File: src/rtl/ps2_pkg.sv
// Shared constants for the PS/2 key tracker: prefix bytes, frame FSM encoding
// and the default game-control key map.
package ps2_pkg;

  localparam logic [7:0] PS2_PREFIX_EXT = 8'hE0;
  localparam logic [7:0] PS2_PREFIX_BRK = 8'hF0;
  localparam int         KEY_ENTRY_W    = 9;

  typedef enum logic [1:0] {
    IDLE   = 2'd0,
    DATA   = 2'd1,
    PARITY = 2'd2,
    STOP   = 2'd3
  } ps2_state_t;

  // Entry 0 is the least significant: up, down, left, right (extended), space,
  // w, a, s, d, tab, enter, backspace.
  localparam logic [12*KEY_ENTRY_W-1:0] PS2_DEFAULT_KEYMAP = {
    9'h066, 9'h05A, 9'h00D, 9'h023, 9'h01B, 9'h01C,
    9'h01D, 9'h029, 9'h174, 9'h16B, 9'h172, 9'h175
  };

endpackage

File: src/rtl/ps2_line_filter.sv
// Synchroniser plus run-length filter for one raw PS/2 line; idles high.
module ps2_line_filter #(
  parameter int SYNC_STAGES = 2,
  parameter int FILTER_LEN  = 8
) (
  input  logic clk,
  input  logic rst_n,
  input  logic din,
  output logic dout
);

  localparam int CNT_W = $clog2(FILTER_LEN);
  localparam logic [CNT_W-1:0] CNT_MAX = CNT_W'(FILTER_LEN - 1);

  logic [SYNC_STAGES-1:0] sync;
  logic [CNT_W-1:0]       cnt;

  always_ff @(posedge clk or negedge rst_n) begin
    if (!rst_n) begin
      sync <= '1;
    end else begin
      sync[0] <= din;
      for (int i = 1; i < SYNC_STAGES; i++) sync[i] <= sync[i-1];
    end
  end

  // The output flips on the FILTER_LEN-th consecutive differing sample.
  always_ff @(posedge clk or negedge rst_n) begin
    if (!rst_n) begin
      cnt  <= '0;
      dout <= 1'b1;
    end else if (sync[SYNC_STAGES-1] != dout) begin
      if (cnt == CNT_MAX) begin
        dout <= sync[SYNC_STAGES-1];
        cnt  <= '0;
      end else begin
        cnt <= cnt + 1'b1;
      end
    end else begin
      cnt <= '0;
    end
  end

endmodule

File: src/rtl/ps2_key_tracker.sv
// PS/2 keyboard receiver: deframes scan codes, decodes E0/F0 prefixes and
// keeps a held/released bitmap for a parametrised key table.
module ps2_key_tracker
  import ps2_pkg::*;
#(
  parameter int SYNC_STAGES    = 2,
  parameter int FILTER_LEN     = 8,
  parameter int TIMEOUT_CYCLES = 25000,
  parameter int NUM_KEYS       = 12,
  parameter logic [NUM_KEYS*KEY_ENTRY_W-1:0] KEYMAP = PS2_DEFAULT_KEYMAP
) (
  input  logic                clk,
  input  logic                rst_n,
  input  logic                kclk,
  input  logic                kdata,
  output logic [NUM_KEYS-1:0] key_state,
  output logic                code_valid,
  output logic [7:0]          code,
  output logic                code_ext,
  output logic                code_brk,
  output logic                parity_err,
  output logic                frame_err
);

  localparam int WD_W = $clog2(TIMEOUT_CYCLES + 1);
  localparam logic [WD_W-1:0] WD_LAST = WD_W'(TIMEOUT_CYCLES - 1);

  logic kclk_f, kdata_f, kclk_p1, strobe;

  ps2_line_filter #(.SYNC_STAGES(SYNC_STAGES), .FILTER_LEN(FILTER_LEN)) u_kclk_filt (
    .clk(clk), .rst_n(rst_n), .din(kclk), .dout(kclk_f)
  );
  ps2_line_filter #(.SYNC_STAGES(SYNC_STAGES), .FILTER_LEN(FILTER_LEN)) u_kdata_filt (
    .clk(clk), .rst_n(rst_n), .din(kdata), .dout(kdata_f)
  );

  always_ff @(posedge clk or negedge rst_n) begin
    if (!rst_n) kclk_p1 <= 1'b1;
    else        kclk_p1 <= kclk_f;
  end

  assign strobe = kclk_p1 & ~kclk_f;

  ps2_state_t          state, state_d;
  logic [2:0]          bitcnt;
  logic [7:0]          shreg;
  logic                par_bit;
  logic [WD_W-1:0]     wdog;
  logic                ext_flag, brk_flag;
  logic                shift_en, cap_par, start_en;
  logic                end_ok, end_perr, end_ferr, timeout;
  logic [NUM_KEYS-1:0] key_next;

  always_ff @(posedge clk or negedge rst_n) begin
    if (!rst_n) state <= IDLE;
    else        state <= state_d;
  end

  // A strobe always takes priority over watchdog expiry.
  always_comb begin
    state_d  = state;
    start_en = 1'b0;
    shift_en = 1'b0;
    cap_par  = 1'b0;
    end_ok   = 1'b0;
    end_perr = 1'b0;
    end_ferr = 1'b0;
    timeout  = 1'b0;
    if (strobe) begin
      case (state)
        IDLE: if (!kdata_f) begin
          state_d  = DATA;
          start_en = 1'b1;
        end
        DATA: begin
          shift_en = 1'b1;
          if (bitcnt == 3'd7) state_d = PARITY;
        end
        PARITY: begin
          cap_par = 1'b1;
          state_d = STOP;
        end
        default: begin
          state_d = IDLE;
          if (!kdata_f)                 end_ferr = 1'b1;
          else if (!(^{shreg, par_bit})) end_perr = 1'b1;
          else                          end_ok   = 1'b1;
        end
      endcase
    end else if (state != IDLE && wdog == WD_LAST) begin
      timeout = 1'b1;
      state_d = IDLE;
    end
  end

  always_ff @(posedge clk or negedge rst_n) begin
    if (!rst_n) begin
      bitcnt <= '0;
      wdog   <= '0;
    end else begin
      if (start_en)      bitcnt <= '0;
      else if (shift_en) bitcnt <= bitcnt + 1'b1;
      if (strobe || timeout || state == IDLE) wdog <= '0;
      else                                    wdog <= wdog + 1'b1;
    end
  end

  always_ff @(posedge clk) begin
    if (shift_en) shreg   <= {kdata_f, shreg[7:1]};
    if (cap_par)  par_bit <= kdata_f;
  end

  always_comb begin
    key_next = key_state;
    for (int i = 0; i < NUM_KEYS; i++) begin
      if (KEYMAP[KEY_ENTRY_W*i +: KEY_ENTRY_W] == {ext_flag, shreg})
        key_next[i] = ~brk_flag;
    end
  end

  // Output stage: registered one clk after the stop-bit strobe.
  always_ff @(posedge clk or negedge rst_n) begin
    if (!rst_n) begin
      key_state  <= '0;
      code_valid <= 1'b0;
      code       <= '0;
      code_ext   <= 1'b0;
      code_brk   <= 1'b0;
      parity_err <= 1'b0;
      frame_err  <= 1'b0;
      ext_flag   <= 1'b0;
      brk_flag   <= 1'b0;
    end else begin
      code_valid <= 1'b0;
      parity_err <= end_perr;
      frame_err  <= end_ferr | timeout;
      if (end_perr || end_ferr || timeout) begin
        ext_flag <= 1'b0;
        brk_flag <= 1'b0;
      end else if (end_ok) begin
        if (shreg == PS2_PREFIX_EXT) begin
          ext_flag <= 1'b1;
        end else if (shreg == PS2_PREFIX_BRK) begin
          brk_flag <= 1'b1;
        end else begin
          code       <= shreg;
          code_ext   <= ext_flag;
          code_brk   <= brk_flag;
          code_valid <= 1'b1;
          key_state  <= key_next;
          ext_flag   <= 1'b0;
          brk_flag   <= 1'b0;
        end
      end
    end
  end

endmodule

File: config.mk
export PLATFORM = sky130hd
export DESIGN_NAME = ps2_key_tracker
export DESIGN_NICKNAME = d
export VERILOG_FILES = /design/src/rtl/ps2_pkg.sv /design/src/rtl/ps2_line_filter.sv /design/src/rtl/ps2_key_tracker.sv
export SDC_FILE = /design/constraint.sdc
export NUM_CORES = 1
export LEC_CHECK = 0
export BUFFER_PORTS_ARGS = -buffer_cell sky130_fd_sc_hd__clkbuf_2
export CAP_MARGIN = 20
export CORE_MARGIN = 8
export CORE_UTILIZATION = 30
export CTS_BUF_LIST = sky130_fd_sc_hd__clkbuf_2
export DETAILED_ROUTE_END_ITERATION = 8
export SYNTH_ARGS = -nofsm -noshare
export SYNTH_HDL_FRONTEND = slang
export SYNTH_SLANG_ARGS = --single-unit
export TNS_END_PERCENT = 20
File: constraint.sdc
create_clock -name clk -period 2.2 [get_ports clk]
set_input_delay 0.11 -clock clk [delete_from_list [all_inputs] [get_ports clk]]
set_output_delay 0.11 -clock clk [all_outputs]
set_load 0.05 [all_outputs]
==> flow_metrics.py, run 1 <==
metrics = {
    "cells_and_area": {
        "multi_input_comb_area_sq_um": 1430,
        "final_layout_size_suffix_gt1_share_pct": 24.77,
        "stdcell_count": 464,
        "area_delta_synth_final_pct": 16.24,
        "final_nets": 333,
        "fill_cells": 1081,
        "seq_area_sq_um": 1780,
    },
    "worst_setup_path": {
        "cp-end-kind": "register",
        "cp.required_ns": 2.60,
        "criticalPathCategory": "reg2reg",
        "arrival_ns": 2.52,
        "start_kind": "register",
        "cp_max_fo": 10,
    },
    "grt": {
        "grt_remaining_overflow": 0,
        "grt_use_total_pct": 9.249,
        "antenna_found_initial": 1,
        "first_global_vias": 2213,
        "grt_max_degree": 39,
        "busiest_layer": "met2",
        "groute.layer.met2.usage_pct": 13.64,
        "grt_first_pass_wirelength_um": 10910,
        "global_route.usage.met3_pct": 3.350,
        "globalRouteMet1Util_pct": 11.63,
    },
    "pwr": {
        "power.leakage_nw": 1.836,
        "power_w": 0.003072,
        "cellPowerDensity_nw_per_um2": 792.3,
        "power.ir.vdd_worst_v": 0.0003036,
    },
    "yosys": {
        "synth_cell_type_count": 48,
        "share_of_synthesized_area_occupied_by_flip_flops_and_latches_pct": 53.38,
        "prevailing_post_synth_register_cell": "dfrtp_1",
        "netlist_area_sq_um": 3336,
        "synth_edf_count": 9,
        "post_synth_inst_count": 278,
        "synth.net_count": 293,
        "most_frequent_cells_after_synthesis": "dfrtp_1, nor2_1, inv_1, mux2i_1, ha_1",
        "yosys.cell_count.top_type": "dfrtp_1",
        "netlist.top_cell.by_area": "dfrtp_1",
        "synthesis.area_per_instance_sq_um": 12.00,
        "yosysTopAreaCellShare_pct": 39.76,
        "synth.yosys.warnings": 0,
        "synth_async_sr_flop_share_pct": 86.96,
        "ys_ff_latch": 69,
        "post_synth_main_area_contributors": "dfrtp_1, edfxtp_1, dfstp_2, mux2i_1, ha_1",
    },
    "placement": {
        "numPlacedInstances": 444,
        "detailedPlacementHpwl_um": 4532,
        "post_placement_setup_slack_ns": 0.02905,
        "portBuffers": 28,
        "finalWeightedCongestion": 0.7980,
    },
    "die": {
        "rows": 38,
        "core_region_area_sq_um": 10840,
        "floorplan.io_pins": 29,
        "die_width_um": 121.4,
        "start_util_pct": 30.77,
        "floorplan.die.height_um": 121.4,
        "floorplan.die_area_sq_um": 14750,
    },
    "drt": {
        "post_dr_wirelength_cell_um": 13.97,
        "routed_via_density": 4.756,
        "drt_iter0_markers": 157,
        "vias": 2207,
        "drtAntennaViolNets": 0,
        "totalWireLength_um": 6484,
        "firstDrtPassIters": 4,
        "drc_violation_count_after_routing": 0,
    },
    "clocking": {
        "clock_tree.root_cell": "clkbuf_2",
        "number_of_cts_inserted_buffers": 9,
        "ctsLongestPathBuffers": 2,
        "post_cts.repair.setup_buffers": 0,
        "cts_htree_levels": 3,
        "tritoncts_clock_tree": "built",
        "worst_setup_hold_path_clk_slew_ns": 0.20,
        "worst_skew_pair_latency_ns": 0.50,
        "numClockSinks": 69,
    },
    "sta": {
        "timing.final.crit_share_pct": 96.54,
        "timing.slew.headroom_pct": 58.39,
        "timing.clock.skew_ns": 0.03158,
        "tightestPinTransition_ns": 0.6241,
        "fmax_mhz": 470.8,
        "worst_slack_ns": 0.07601,
        "fin_crit_ns": 2.124,
        "setup_violations": 0,
        "setup-tns-final_ns": 0,
        "grt_setup_unrepaired": "no",
        "finalMaxSlewViolations": 0,
        "hold_viol_final": 0,
    },
    "worst_hold_path": {
        "hold_class": "in2async",
    },
    "outcome": {
        "status": "complete, no violations",
    },
    "flow_run": {
        "number_of_maximum_capacitance_violations": 0,
    },
}
==> layout by cell type, fill, tap and decap left out, drive strengths merged, types with 3 or more instances in the layout <==
cell | synthesis | routed
and2 | 4 | 4
clkinv | 0 | 5
o21ai | 4 | 4
nand3b | 4 | 4
nand2b | 3 | 3
dfrtp | 53 | 53
nor3b | 6 | 6
buf | 5 | 14
and3b | 3 | 3
mux2i | 16 | 16
xor2 | 9 | 9
nor2 | 18 | 18
o31ai | 4 | 4
nor3 | 3 | 3
inv | 17 | 17
nor2b | 4 | 4
nand4 | 8 | 8
edfxtp | 9 | 9
xnor2 | 7 | 7
nand3 | 6 | 6
nand2 | 10 | 10
and3 | 8 | 8
ha | 11 | 11
a21oi | 4 | 4
clkbuf | 11 | 37
dlygate4sd3 | 0 | 3
nor4 | 6 | 6
dfstp | 7 | 7
mux2 | 13 | 13
nand4b | 5 | 5
==> through the flow <==
stage               hold WS [ns]  area, sq um  utilization [%]
floorplan                -0.1856         3336                -
global placement          0.1438         3699            34.12
detailed placement        0.1612         3699            34.12
CTS                       0.1012         3854            35.55
global route              0.1236         3877            35.77
finish                    0.1315         3877            35.77
==> layer usage <==
metal | routed length, um | part of all wire, % | vias to the layer above
met3 | 408 | 6.3 | 12
met2 | 2910 | 45 | 56
met4 | 148 | 2.3 | 0
li1 | - | - | 1069
met5 | 0 | 0 | -
met1 | 3017 | 47 | 1070
==> critical path, cell delays in order (launching register included) <==
cell	delay [ns]
edfxtp_1	0.44
or4b_4	0.58
o311a_4	0.35
mux2i_4	0.20
buf_12	0.17
mux2_4	0.30
==> layout make-up <==
class                   instances  area share, %
diodes                          1        0.06454
clock buffers                   9          1.162
clock inverters                 7          2.065
flip-flops and latches         69          45.92
multi-input cells             176          36.88
inverters                      17          1.646
repair buffers                 45          7.744
well taps                     140          4.518
==> final timing paths <==
| check | start | to | slack, ns | depth (start not counted) |
|---|---|---|---|---|
| max | shreg[0] | code[5] | 0.08 | 5 |
| min | rst_n | key_state[0] | 0.13 | 2 |
| max reg2reg | shreg[0] | code[5] | 0.08 | 5 |
| min reg2reg | u_kdata_filt.sync[0] | u_kdata_filt.sync[1] | 0.37 | 0 |
| max in group asynchronous | rst_n | u_kdata_filt.dout | 1.36 | 3 |
| min in group clk | kclk | u_kclk_filt.sync[0] | 0.23 | 2 |
==> repair_timing <==
item | CTS | global route
gates resized for setup | 0 | 3
hold buffers | 3 | 0
endpoints found under the hold margin | 24 | 0
endpoints found under the setup margin | 0 | 11
==> where the power goes <==
part           switching, W  internal, W  leakage, nW  total [W]
Sequential        0.0000986      0.00146        0.884    0.00156
Combinational      0.000412     0.000310        0.876   0.000723
Clock              0.000434     0.000361       0.0758   0.000794
Total              0.000945      0.00213         1.84    0.00307
==> flip-flops by register name (all words and copies together), names as in the netlist, 2 cells and up <==
signal	count
u_kclk_filt.cnt	3
key_state	12
u_kdata_filt.sync	2
shreg	8
wdog	15
code	8
u_kdata_filt.cnt	3
u_kclk_filt.sync	2
bitcnt	3
state	2
==> kinds of logic (layout without fill, tap and decap cells) <==
logic type / Yosys count / after routing / synth area share [%]
simple gates: 97 / 97 / 17.52
buf+inv: 33 / 78 / 4.389
flops: 69 / 69 / 53.38
compound gates: 21 / 21 / 4.689
xor+xnor: 18 / 18 / 5.589
mux: 29 / 29 / 10.31
other cells: 0 / 1 / 0
fa+ha+maj: 11 / 11 / 4.126
No activity file was read; power rests on OpenSTA's default activity.
==> run 2: changes to the inputs <==
CTS_BUF_LIST = sky130_fd_sc_hd__clkbuf_16   (was sky130_fd_sc_hd__clkbuf_2)
RECOVER_POWER = 100   (was not set)
==> run 2 against run 1 <==
  * Utilization is 0.95 points higher
  * Worst setup slack got worse by 0.0063 ns
  * Sequential share of layout area decreased by 1.2 points
  * Critical path depth unchanged
  * Clock power up 86%
  * First-iteration DRC count is 29% higher
  * Total power is 21% higher
  * Flip-flop and latch count unchanged
  * Highest routed layer unchanged
==> flow_metrics.py, run 2 (same netlist as run 1, synthesis figures left out) <==
metrics = {
    "cells_and_area": {
        "final_layout_size_suffix_gt1_share_pct": 13.31,
        "final_common_cell": "dfrtp_1",
        "largest_reg_flops": 15,
        "layout_top_registers": "wdog (15), key_state (12)",
        "final_nets": 333,
        "most_flop_heavy_register": "wdog",
        "finish.utilization_pct": 36.72,
        "n_antenna_cell": 0,
        "area_delta_synth_final_pct": 19.32,
        "layout.cells.most_common_list": "dfrtp_1, clkbuf_1, nor2_1, inv_1, mux2i_1",
        "stdcell_count": 463,
        "final_design_area_no_fill_sq_um": 3980,
    },
    "clocking": {
        "clock_tree.root_cell": "clkbuf_16",
        "worst_skew_pair_latency_ns": 0.33,
        "ctsLongestPathBuffers": 2,
        "cts_htree_levels": 3,
        "numClockSinks": 69,
        "worst_setup_hold_path_clk_slew_ns": 0.05,
        "number_of_cts_inserted_buffers": 9,
        "tritoncts_clock_tree": "built",
    },
    "drt": {
        "drt_iter0_markers": 203,
        "vias": 2219,
        "drtAntennaViolNets": 0,
        "post_dr_wirelength_cell_um": 14.10,
        "totalWireLength_um": 6528,
        "drc_violation_count_after_routing": 0,
        "firstDrtPassIters": 4,
        "routed_via_density": 4.793,
    },
    "worst_setup_path": {
        "timing.critical_path.slowest_cell_delay_ns": 0.58,
        "criticalPathCategory": "reg2reg",
        "arrival_ns": 2.33,
        "critical_path.top_delay_family": "simple AND/OR/NAND/NOR gates",
        "worstPathCellList": "or4b_4, o311a_4, mux2i_4, buf_12, mux2_1",
        "worst_path_slowest_cell": "or4b_4",
        "cp_max_fo": 10,
        "start_kind": "register",
        "cp.required_ns": 2.40,
        "cp-end-kind": "register",
        "cp.buffers_inverters": 1,
    },
    "grt": {
        "grt_use_total_pct": 9.417,
        "grt_remaining_overflow": 0,
        "first_global_vias": 2217,
        "grt_max_degree": 39,
        "antenna_found_initial": 0,
        "grt_first_pass_wirelength_um": 10990,
    },
    "sta": {
        "timing.slew.headroom_pct": 10.25,
        "tightestPinTransition_ns": 1.346,
        "timing.final.crit_share_pct": 96.83,
        "fmax_mhz": 469.4,
        "setup_violations": 0,
        "finalMaxSlewViolations": 0,
        "fin_crit_ns": 2.130,
        "timing.clock.skew_ns": 0.005338,
        "worst_slack_ns": 0.06967,
        "grt_setup_unrepaired": "yes",
        "hold_viol_final": 0,
    },
    "die": {
        "floorplan.die.height_um": 121.4,
        "core_region_area_sq_um": 10840,
        "start_util_pct": 30.77,
        "rows": 38,
        "floorplan.die_area_sq_um": 14750,
        "die_width_um": 121.4,
        "floorplan.io_pins": 29,
    },
    "placement": {
        "portBuffers": 28,
        "placement.cell_area_sq_um": 3699,
        "post_placement_setup_slack_ns": 0.02905,
        "finalWeightedCongestion": 0.7980,
        "numPlacedInstances": 444,
        "detailedPlacementHpwl_um": 4532,
    },
    "flow_run": {
        "number_of_maximum_capacitance_violations": 0,
    },
    "pwr": {
        "cellPowerDensity_nw_per_um2": 936.7,
        "power.leakage_nw": 1.788,
        "power.ir.vdd_worst_v": 0.0003899,
    },
    "outcome": {
        "status": "complete, no violations",
    },
    "worst_hold_path": {
        "hold_class": "reg2reg",
    },
}
## run 2: cell types whose count changed in the layout (fill, tap and decap cells not counted), moves of 4 or more
cell	delta
and2_0	+4
and2_1	-4
clkbuf_1	+28
clkbuf_16	+9
clkbuf_2	-34
mux2_1	+7
mux2_4	-7
## run 2: final timing paths
kind / start / to / slack, ns / depth (start not counted)
worst max-delay path: shreg[0] / code[6] / 0.07 / 5
worst min-delay path: u_kdata_filt.sync[0] / u_kdata_filt.sync[1] / 0.35 / 0
worst max register to register: shreg[0] / code[6] / 0.07 / 5
worst min register to register: u_kdata_filt.sync[0] / u_kdata_filt.sync[1] / 0.35 / 0
max in group asynchronous: rst_n / u_kdata_filt.dout / 0.69 / 3
min in group asynchronous: rst_n / wdog[3] / 0.62 / 2
## run 2: worst reg2reg max path, cell delays in order, from the launching register on
cell,delay (ns)
edfxtp_1,0.40
or4b_4,0.58
o311a_4,0.35
mux2i_4,0.20
buf_12,0.16
mux2_1,0.32
## run 2: where the power goes
part           leakage [nW]  internal [W]  switching [W]
Sequential            0.884       0.00146      0.0000971
Combinational         0.754      0.000283       0.000413
Clock                 0.149      0.000973       0.000504
Total                  1.79       0.00271        0.00101
## run 2: area by class of cell
class                           instances  area [sq um]
Fill cell                            1082          6860
Sequential cell                        69          1780
Clock buffer                            9         225.2
Timing Repair Buffer                   45         257.7
Inverter                               17         63.81
Clock inverter                          7         80.08
Multi-Input combinational cell        176          1398
Tap cell                              140         175.2
## run 2: stage by stage
step	hold WS (ns)	power (W)	TNS, ns
finish	0.3535	0.003728	0
global route	0.3576	0.003940	-0.0001106
CTS	0.3547	0.003805	0
detailed placement	0.1612	0.002293	0
global placement	0.1438	0.002272	0
floorplan	-0.1856	0.002070	0
## run 2: repair_timing
action                                  4_1_cts  5_1_grt
setup buffers                                 0        0
hold buffers                                  3        0
endpoints found under the setup margin        0        9
hold endpoints to repair                     24        0
resized for setup                             0        2
## run 2: layer usage
layer / track usage, % / routed length (um) / part of all wire, % / up-vias
li1: - / - / - / 1076
met1: 11.82 / 3062 / 47 / 1088
met2: 13.71 / 2990 / 46 / 45
met3: 3.304 / 337 / 5.2 / 10
met4: 5.474 / 138 / 2.1 / 0
met5: 0 / 0 / 0 / -
